<file path="config.mk">
export PLATFORM = sky130hd
export DESIGN_NAME = tt_um_sid_core_flat
export DESIGN_NICKNAME = d
export VERILOG_FILES = /design/src/rtl/tt_um_sid_core_if.sv /design/src/rtl/tt_um_sid_core.sv /design/src/flat_wrapper.sv
export SDC_FILE = /design/constraint.sdc
export NUM_CORES = 1
export LEC_CHECK = 0
export CAP_MARGIN = 25
export CORE_MARGIN = 2
export CORE_UTILIZATION = 60
export CTS_CLUSTER_DIAMETER = 100
export DETAILED_ROUTE_END_ITERATION = 8
export GPL_ROUTABILITY_DRIVEN = 0
export GPL_TIMING_DRIVEN = 1
export PLACE_DENSITY = 0.75
export SYNTH_ARGS = -nofsm -noshare
export SYNTH_HDL_FRONTEND = slang
export SYNTH_SLANG_ARGS = --single-unit
</file>
<file path="constraint.sdc">
create_clock -name clk -period 25.6 [get_ports clk]
set_input_delay 6.4 -clock clk [delete_from_list [all_inputs] [get_ports clk]]
set_output_delay 6.4 -clock clk [all_outputs]
set_load 0.02 [all_outputs]
</file>
<file path="src/rtl/tt_um_sid_core_if.sv">
// Tile pin bundle for the SID core: register-write inputs and audio/IO outputs.
//
// Write handshake: the host presents {WE, voice, addr} on ui_in and data on
// uio_in. A write fires on the first clock edge that sees ui_in[7] high after
// it was low on the previous edge; address and data are sampled on that same
// edge. Holding WE high does not repeat the write, and there is no ready or
// acknowledge, so the host simply drops WE before the next write.
interface tt_um_sid_core_if;
    logic       ena;
    logic [7:0] ui_in;
    logic [7:0] uio_in;
    logic [7:0] uo_out;
    logic [7:0] uio_out;
    logic [7:0] uio_oe;

    modport master (output ena, ui_in, uio_in, input uo_out, uio_out, uio_oe);
    modport slave  (input ena, ui_in, uio_in, output uo_out, uio_out, uio_oe);
endinterface

</file>
<file path="src/rtl/tt_um_sid_core.sv">
// Three-voice SID-style synthesizer core: per-voice phase accumulator,
// saw/tri/pulse/noise waveforms, 8-bit ADSR envelope, saturating mixer and a
// free-running PWM audio output on uo_out[0].
module tt_um_sid_core #(
    parameter int          CLK_DIV   = 50,
    parameter logic [23:0] LFSR_SEED = 24'h7FFFF8
) (
    input logic             clk,
    input logic             rst_n,
    tt_um_sid_core_if.slave bus
);
    // DECAY also covers the sustain hold: the envelope only moves while it
    // sits above the sustain level, so lowering sustain resumes the decay.
    typedef enum logic [1:0] {ENV_IDLE, ENV_ATTACK, ENV_DECAY, ENV_RELEASE} env_state_t;

    logic        we_prev;
    logic        wr_fire;
    logic [1:0]  wr_voice;
    logic [2:0]  wr_addr;

    logic [15:0] presc;
    logic        tick;

    logic [15:0] freq [3];
    logic [7:0]  pw   [3];
    logic [7:0]  ad   [3];
    logic [7:0]  sr   [3];
    logic [7:0]  ctrl [3];

    logic [23:0] acc      [3];
    logic [23:0] acc_next [3];
    logic [22:0] lfsr     [3];

    env_state_t  env_state      [3];
    env_state_t  env_state_next [3];
    logic [7:0]  env            [3];
    logic [7:0]  env_next       [3];
    logic [12:0] rate_cnt       [3];
    logic [12:0] rate_cnt_next  [3];
    logic        gate_prev      [3];
    logic [7:0]  sus_lvl        [3];

    logic [7:0]  wave [3];
    logic [15:0] prod [3];
    logic [7:0]  vout [3];
    logic [9:0]  mix_sum;
    logic [7:0]  mix_out;
    logic [7:0]  pwm_cnt;

    logic        unused_inputs;

    assign wr_voice = bus.ui_in[4:3];
    assign wr_addr  = bus.ui_in[2:0];
    assign wr_fire  = bus.ui_in[7] & ~we_prev;
    assign tick     = (presc == 16'(CLK_DIV - 1));

    // Last count of an envelope rate period: 8*(r+1)^2 ticks, tripled for decay/release.
    function automatic logic [12:0] rate_last(input logic [3:0] r, input logic slow);
        logic [4:0]  r1;
        logic [9:0]  sq;
        logic [12:0] p;
        r1 = {1'b0, r} + 5'd1;
        sq = 10'(r1) * 10'(r1);
        p  = {sq, 3'b000};
        if (slow) p = p + {p[11:0], 1'b0};
        return p - 13'd1;
    endfunction

    // Register file: WE edge detect and per-voice register writes (voice 3 matches no voice).
    always_ff @(posedge clk or negedge rst_n) begin
        if (!rst_n) begin
            we_prev <= 1'b0;
            for (int v = 0; v < 3; v++) begin
                freq[v] <= '0;
                pw[v]   <= '0;
                ad[v]   <= '0;
                sr[v]   <= '0;
                ctrl[v] <= '0;
            end
        end else begin
            we_prev <= bus.ui_in[7];
            for (int v = 0; v < 3; v++) begin
                if (wr_fire && wr_voice == 2'(v)) begin
                    case (wr_addr)
                        3'd0:    freq[v][7:0]  <= bus.uio_in;
                        3'd1:    freq[v][15:8] <= bus.uio_in;
                        3'd2:    pw[v]         <= bus.uio_in;
                        3'd4:    ad[v]         <= bus.uio_in;
                        3'd5:    sr[v]         <= bus.uio_in;
                        3'd6:    ctrl[v]       <= bus.uio_in;
                        default: ;
                    endcase
                end
            end
        end
    end

    // Voice-tick prescaler: one-cycle tick every CLK_DIV clocks.
    always_ff @(posedge clk or negedge rst_n) begin
        if (!rst_n) presc <= '0;
        else        presc <= tick ? '0 : presc + 16'd1;
    end

    // Next accumulator value and sustain level per voice.
    always_comb begin
        for (int v = 0; v < 3; v++) begin
            acc_next[v] = acc[v] + {8'd0, freq[v]};
            sus_lvl[v]  = {sr[v][7:4], sr[v][7:4]};
        end
    end

    // Phase accumulators; noise LFSR clocks on each rising edge of acc[19].
    always_ff @(posedge clk or negedge rst_n) begin
        if (!rst_n) begin
            for (int v = 0; v < 3; v++) begin
                acc[v]  <= '0;
                lfsr[v] <= LFSR_SEED[22:0];
            end
        end else if (tick) begin
            for (int v = 0; v < 3; v++) begin
                acc[v] <= acc_next[v];
                if (!acc[v][19] && acc_next[v][19])
                    lfsr[v] <= {lfsr[v][21:0], lfsr[v][22] ^ lfsr[v][17]};
            end
        end
    end

    // Envelope FSM state register and gate history.
    always_ff @(posedge clk or negedge rst_n) begin
        if (!rst_n) begin
            for (int v = 0; v < 3; v++) begin
                env_state[v] <= ENV_IDLE;
                env[v]       <= '0;
                rate_cnt[v]  <= '0;
                gate_prev[v] <= 1'b0;
            end
        end else begin
            for (int v = 0; v < 3; v++) begin
                env_state[v] <= env_state_next[v];
                env[v]       <= env_next[v];
                rate_cnt[v]  <= rate_cnt_next[v];
                gate_prev[v] <= ctrl[v][0];
            end
        end
    end

    // Envelope FSM next state: gate edges win, otherwise step on voice ticks.
    always_comb begin
        for (int v = 0; v < 3; v++) begin
            env_state_next[v] = env_state[v];
            env_next[v]       = env[v];
            rate_cnt_next[v]  = rate_cnt[v];
            if (ctrl[v][0] && !gate_prev[v]) begin
                env_state_next[v] = ENV_ATTACK;
                rate_cnt_next[v]  = '0;
            end else if (!ctrl[v][0] && gate_prev[v]) begin
                env_state_next[v] = ENV_RELEASE;
                rate_cnt_next[v]  = '0;
            end else if (tick) begin
                case (env_state[v])
                    ENV_ATTACK: begin
                        if (env[v] == 8'hFF) begin
                            env_state_next[v] = ENV_DECAY;
                            rate_cnt_next[v]  = '0;
                        end else if (rate_cnt[v] == rate_last(ad[v][7:4], 1'b0)) begin
                            env_next[v]      = env[v] + 8'd1;
                            rate_cnt_next[v] = '0;
                            if (env[v] == 8'hFE) env_state_next[v] = ENV_DECAY;
                        end else begin
                            rate_cnt_next[v] = rate_cnt[v] + 13'd1;
                        end
                    end
                    ENV_DECAY: begin
                        if (env[v] > sus_lvl[v]) begin
                            if (rate_cnt[v] == rate_last(ad[v][3:0], 1'b1)) begin
                                env_next[v]      = env[v] - 8'd1;
                                rate_cnt_next[v] = '0;
                            end else begin
                                rate_cnt_next[v] = rate_cnt[v] + 13'd1;
                            end
                        end else begin
                            rate_cnt_next[v] = '0;
                        end
                    end
                    ENV_RELEASE: begin
                        if (env[v] == 8'h00) begin
                            env_state_next[v] = ENV_IDLE;
                        end else if (rate_cnt[v] == rate_last(sr[v][3:0], 1'b1)) begin
                            env_next[v]      = env[v] - 8'd1;
                            rate_cnt_next[v] = '0;
                            if (env[v] == 8'h01) env_state_next[v] = ENV_IDLE;
                        end else begin
                            rate_cnt_next[v] = rate_cnt[v] + 13'd1;
                        end
                    end
                    default: ;
                endcase
            end
        end
    end

    // Waveform select (AND of enabled generators), envelope scaling and 10-bit mix.
    always_comb begin
        mix_sum = '0;
        for (int v = 0; v < 3; v++) begin
            wave[v] = 8'hFF;
            if (ctrl[v][4])
                wave[v] = wave[v] & (acc[v][23] ? ~acc[v][22:15] : acc[v][22:15]);
            if (ctrl[v][5])
                wave[v] = wave[v] & acc[v][23:16];
            if (ctrl[v][6])
                wave[v] = wave[v] & ((acc[v][23:16] < pw[v]) ? 8'hFF : 8'h00);
            if (ctrl[v][7])
                wave[v] = wave[v] & {lfsr[v][22], lfsr[v][20], lfsr[v][16], lfsr[v][13],
                                     lfsr[v][11], lfsr[v][7],  lfsr[v][4],  lfsr[v][2]};
            if (ctrl[v][7:4] == 4'd0)
                wave[v] = 8'h00;
            prod[v] = 16'(wave[v]) * 16'(env[v]);
            vout[v] = prod[v][15:8];
            mix_sum = mix_sum + 10'(vout[v]);
        end
    end

    // Saturated mix register feeding the PWM comparator.
    always_ff @(posedge clk or negedge rst_n) begin
        if (!rst_n) mix_out <= '0;
        else        mix_out <= (mix_sum > 10'd255) ? 8'hFF : mix_sum[7:0];
    end

    // Free-running PWM carrier counter.
    always_ff @(posedge clk or negedge rst_n) begin
        if (!rst_n) pwm_cnt <= '0;
        else        pwm_cnt <= pwm_cnt + 8'd1;
    end

    assign bus.uo_out  = {mix_out[7:1], (pwm_cnt < mix_out)};
    assign bus.uio_out = 8'h00;
    assign bus.uio_oe  = 8'h00;

    // Tile enable and reserved address bits carry no function.
    assign unused_inputs = &{1'b0, bus.ena, bus.ui_in[6:5]};
endmodule

</file>
<file path="src/flat_wrapper.sv">
// flat-port wrapper written by rule: the top's interface ports become plain ports
module tt_um_sid_core_flat 
#(
    parameter int          CLK_DIV   = 50,
    parameter logic [23:0] LFSR_SEED = 24'h7FFFF8
)
  (clk, rst_n, bus_ena, bus_ui_in, bus_uio_in, bus_uo_out, bus_uio_out, bus_uio_oe);
  tt_um_sid_core_if bus_i ();
  input logic clk;
  input logic rst_n;
  input wire logic [$bits(bus_i.ena)-1:0] bus_ena;
  input wire logic [$bits(bus_i.ui_in)-1:0] bus_ui_in;
  input wire logic [$bits(bus_i.uio_in)-1:0] bus_uio_in;
  output wire logic [$bits(bus_i.uo_out)-1:0] bus_uo_out;
  output wire logic [$bits(bus_i.uio_out)-1:0] bus_uio_out;
  output wire logic [$bits(bus_i.uio_oe)-1:0] bus_uio_oe;
  assign bus_i.ena = bus_ena;
  assign bus_i.ui_in = bus_ui_in;
  assign bus_i.uio_in = bus_uio_in;
  assign bus_uo_out = bus_i.uo_out;
  assign bus_uio_out = bus_i.uio_out;
  assign bus_uio_oe = bus_i.uio_oe;
  tt_um_sid_core #(.CLK_DIV(CLK_DIV), .LFSR_SEED(LFSR_SEED)) u_core (.clk(clk), .rst_n(rst_n), .bus(bus_i));
endmodule
</file>
Yosys cells after proc, flatten, opt, wreduce, memory -nomap -nowiden. Index checks and enable logic that the tools add are counted.

Logic and storage cells: 396. Flip-flop bits (word level): 390. Output and inout port bits: 24. Input port bits: 19.

$add $sub $neg: 40. Reduce and logical (&&, ||, !) cells: 71. Bitwise logic cells: 23. Order comparisons: 8. Muxes and demuxes: 134. Multiply operators: 12. Equality and inequality tests: 68.

Operators with widths (count): 13-bit two-way mux (57); 8-bit two-way mux (40); 13-bit == test (9); 13-bit case mux with 3 select lines (3); 13-bit by 1-bit subtractor with 13-bit output (second input constant) (9); 5-bit by 5-bit multiplier with 10-bit output (9); 13-bit adder (6); 24-bit by 16-bit adder with 24-bit output (3); 8-bit bitwise AND (9); 8-bit case mux with 3 select lines (3); 5-bit by 1-bit inequality test with 1-bit output (second input constant) (12); 2-bit two-way mux (27); 8-bit == test (second input constant) (6); 8-bit by 8-bit multiplier with 16-bit output (3); 4-bit by 1-bit adder with 5-bit output (second input constant) (9); 2-bit AND reduction (21); 13-bit by 1-bit adder with 13-bit output (second input constant) (3); 8-bit by 1-bit adder with 8-bit output (second input constant) (4); 8-bit < comparator (4); 10-bit AND reduction (3); 8-bit by 1-bit == test with 1-bit output (second input constant) (3); 8-bit > comparator (3); 8-bit logical NOT (3); 2-bit by 1-bit inequality test with 1-bit output (second input constant) (12); other kinds (29) (95).

Logic depth before layout (Yosys ltp).
Word-level depth: 16. Depth in mapped cells: 39. Gate-level depth less buffers: 38.

Least setup slack after synthesis. Ideal clock, no wire load.

Kind: flip-flop to flip-flop. Start point: register u_core.acc[44] (netlist bit). End point: register u_core.mix_out[6]. Setup time: 151 ps. Stages on the path, launching flop included: 33. Data required time: 25449 ps. Data arrival time: 8320 ps. Slack: 17129 ps. Clock period less this slack: 8471 ps. Path buffers: 1. Cells stage by stage: dfrtp_1 ha_1 a21o_1 a21oi_1 o21ai_0 a41o_1 clkbuf_1 a211oi_1 nand2_1 fa_1 fa_1 inv_1 fa_1 fa_1 ha_1 o21ai_0 or4_1 o31a_1 nor2b_1 nor2_1 xnor2_1 fa_1 a21o_1 a21oi_1 o21bai_1 a21oi_1 xnor2_1 ha_1 nor2b_1 o21ai_0 or3b_2 a21oi_1 o21ai_0.

Cells in the longest elaborated chain, start to end: 15. Elaborated cells between the ends (all ways): 17. Those cells by class: 2 x add/sub; 1 x mul; 2 x order compare; 8 x mux; 4 x bitwise.

RTL lines: start: declaration (RTL line tt_um_sid_core.sv:30) `logic [23:0] acc [3];`; start signal: indexed assignment (RTL line tt_um_sid_core.sv:121) `acc[v] <= acc_next[v];`; branches (longest 6 deep; another with 8-bit < comparator); 8-bit two-way mux (*) (RTL line tt_um_sid_core.sv:211) `if (ctrl[v][6])`; 8-bit bitwise AND (RTL line tt_um_sid_core.sv:214) `wave[v] = wave[v] & {lfsr[v][22], lfsr[v][20], lfsr[v][16], lfsr[v][13],`; 8-bit two-way mux (*) (RTL line tt_um_sid_core.sv:213) `if (ctrl[v][7])`; 8-bit two-way mux (*) (RTL line tt_um_sid_core.sv:216) `if (ctrl[v][7:4] == 4'd0)`; 8-bit by 8-bit multiplier with 16-bit output (*) (RTL line tt_um_sid_core.sv:218) `prod[v] = 16'(wave[v]) * 16'(env[v]);`; 8-bit by 8-bit adder with 9-bit output (*) (RTL line tt_um_sid_core.sv:220) `mix_sum = mix_sum + 10'(vout[v]);`; 10-bit by 8-bit adder with 10-bit output (*) (RTL line tt_um_sid_core.sv:220); 10-bit by 8-bit > comparator with 1-bit output (RTL line tt_um_sid_core.sv:227) `else mix_out <= (mix_sum > 10'd255) ? 8'hFF : mix_sum[7:0];`; 8-bit two-way mux (*) (RTL line tt_um_sid_core.sv:227); end signal: assignment (RTL line tt_um_sid_core.sv:227); end: declaration (RTL line tt_um_sid_core.sv:47) `logic [7:0] mix_out;`.

Every way passes the cells marked *. A chain may end at the register's enable or synchronous reset.

Final worst setup path.
Start point: register u_core.acc[41] (netlist bit). End point: register u_core.mix_out[6].

Same word-level chain as after synthesis.

==> metrics <==
synth top area cells=dfrtp_1, ha_1, fa_1, xnor2_1, mux2_2; Req. time, crit path=25.98 ns; # IOs=43; maximum vdd drop=approximately 0.063 mV; Clock Latency Late Sink=between 0.5 and 0.6 ns; Syn-to-layout area delta=6.11%; core area=approximately 59,000 sq um; Sink Count=approximately 380; total negative setup slack=0 ns; antenna violations before repair=4; CP max stage delay=roughly 0.87 ns; Setup Viol. Count Final=0; flip-flop and latch count after synthesis=approximately 380; end point of the critical path=u_core.mix_out[6]; post-layout util=0.647; r2r setup slk=15.54 ns; RSZ-0062 raised after global routing=false; worst setup margin=about 16 ns; Remaining DRCs=0; Die Area=62,200 sq um; Mapped Avg Cell Area=between 9 and 10 sq um; CTS tree=yes; Slew @ Worst Pin=1.09 ns; Slowest cell on crit path=a211oi_1; DR vias/cell=a little under 6; Syn Std Cell Area=36,100 sq um; Resize count post-CTS=0; Yosys cell types=slightly below 100; DRT antenna net count=0; drt wl/cell=around 16 um; Setup crit end kind=register; Final Hold Slack=~0.41 ns; PwrDens=a little under 60 nW/um^2; top cell type's share of synthesized area=0.222; first-pass GRT wire length=roughly 130,000 um; CP Launch Type=register; grt total ovfl=0; max-slew violation count=0; H-tree levels=2; Vert. Die Dim=249 um; largest net degree at the start of global routing=~120; max cap viols=0; worst slack, placed=roughly 16 ns; CTS Buffer Depth=3; Worst-path clk slew=around 0.06 ns; crit-path max FO=12; Post-synth top flop=dfrtp_1; DIE WIDTH=around 250 um; WP data arrival=about 10 ns; Synth area leader=dfrtp_1; drt pass-1 iters=5; clock skew=0.0173 ns; R2R depth=30; Starting Density=0.610; total track usage=0.249; sequential share of the synthesized area=0.266; top-count cell post-synth=ha_1; status=completed; DR vias=approximately 28,000; final hold violation count=0; leakage power=about 19 nW; Post-synth EDFFs=0; Num CTS Buffers=44; vias in the first global route=approximately 27,000; Final period util=0.393; postcts setup bufs=0; clock tree root buffer cell=clkbuf_16; Hold Path Class=register to register; layout net count=about 4,500; hpwl dp=approximately 56,000 um; FMAX=approximately 100 MHz; most common library cells after synthesis=ha_1, inv_1, nand2_1; Synth Warn #=0; fraction of layout cells with a size suffix above 1=0.102; RR Endpoint=u_core.mix_out[6]; critical path type=register to register; worst r2r src=u_core.acc[41]; Async S/R FF share, synth=1.00; Mapped Cells=roughly 4,000; Worst Setup SP=u_core.acc[41]; final wirelength=77,100 um; FP Rows=between 80 and 90; Port Buffers=23; hold_sp=u_core.ctrl[0]; post-layout min period=~10 ns; drt initial violations=1,713; Max-slew headroom=0.272; CTS Hold Buffers Added=0
registers in the layout (all words and copies together), names as in the netlist:
signal,cells
u_core.rate_cnt,39
u_core.env_state,6
u_core.sr,24
u_core.mix_out,8
u_core.presc,16
u_core.freq,48
u_core.acc,72
u_core.ad,24
u_core.ctrl,15
u_core.pwm_cnt,8
u_core.env,24
u_core.we_prev,1
u_core.lfsr,69
u_core.pw,24
u_core.gate_prev,3
cell usage in the layout, fill, tap and decap left out, types with 14 or more instances in the layout:
master	netlist	layout
clkdlybuf4s50_1	0	20
o21ai_0	193	193
or2_2	28	28
xor2_1	89	89
or4_1	16	16
o21bai_1	25	25
dfstp_2	60	60
nand3_1	133	133
o41ai_1	14	14
nor3_1	93	93
a211oi_1	43	43
buf_4	23	23
nor3b_1	17	17
nor4_1	38	38
nand2_1	339	339
dfrtp_1	321	321
o21a_1	27	27
conb_1	1	25
inv_1	364	364
and2_1	138	138
xnor3_1	15	15
a31oi_1	20	20
mux2i_1	20	20
o22ai_1	31	31
ha_1	417	417
o211ai_1	22	22
xnor2_1	233	233
fa_1	142	142
a21oi_1	141	141
nor2_1	200	200
and3_1	50	50
nor2b_1	45	45
mux2_2	177	177
nand4_1	26	26
clkbuf_16	0	44
o31ai_1	17	16
a21o_1	53	53
or3_1	22	22
nand2b_1	29	29
cells by family (layout without fill, tap and decap cells):
family	Yosys count	after routing	synth area share
multiplexers	197	197	0.0607
flip-flops	381	381	0.266
adder cells (fa/ha/maj)	559	559	0.223
XOR/XNOR	340	340	0.0894
AND/OR/NAND/NOR	1226	1226	0.173
other	1	26	0.000104
AO/OA/AOI/OAI	705	705	0.128
buffers and inverters	547	500	0.0603
power by group:
group | switching (mW) | leakage (nW) | internal [mW]
clock network | 0.265 | 0.730 | 0.376
registers | 0.0583 | 4.87 | 0.648
logic | 0.499 | 13.3 | 0.375
area by class of cell:
type	instances	area, sq um
sequential	381	9610
fill	4891	20900
tap	773	967
antenna	1	2.50
clock inverter	22	236
multi-input combinational	3052	24400
inverter	367	1380
clock buffer	60	1250
timing repair buffer	51	457
per-stage QoR:
stage | total power, mW | cells | area (sq um)
detailed placement | 1.58 | 4621 | 36800
global placement | 1.56 | 4619 | 36800
finish | 2.22 | 4707 | 38300
global route | 2.38 | 4707 | 38300
CTS | 2.23 | 4703 | 38300
floorplan | 1.41 | 3980 | 36200
critical path, delay by kind of cell, from the launching register on:
| family | cells | cell delay [ns] |
|---|---|---|
| flops | 1 | 0.50 |
| buf+inv | 1 | 0.06 |
| fa+ha+maj | 8 | 3.54 |
| xor+xnor | 1 | 0.29 |
| simple gates | 5 | 1.39 |
| compound gates | 15 | 4.09 |
worst min path at each step:
| stage | to | depth (start not counted) |
|---|---|---|
| 2_1_floorplan | u_core.gate_prev[0] | 0 |
| 3_3_place_gp | u_core.gate_prev[1] | 0 |
| 3_5_place_dp | u_core.gate_prev[2] | 0 |
| 4_1_cts | u_core.gate_prev[0] | 0 |
| 5_1_grt | u_core.gate_prev[2] | 0 |
| 6_report | u_core.gate_prev[0] | 0 |
metal layers:
| metal | up-vias | track usage | wire, um |
|---|---|---|---|
| li1 | 13600 | - | - |
| met1 | 13400 | 0.340 | 35500 |
| met2 | 504 | 0.424 | 36400 |
| met3 | 117 | 0.0295 | 3450 |
| met4 | 2 | 0.0608 | 1740 |
| met5 | - | 0 | 13 |
(Power assumes the default switching activity.)
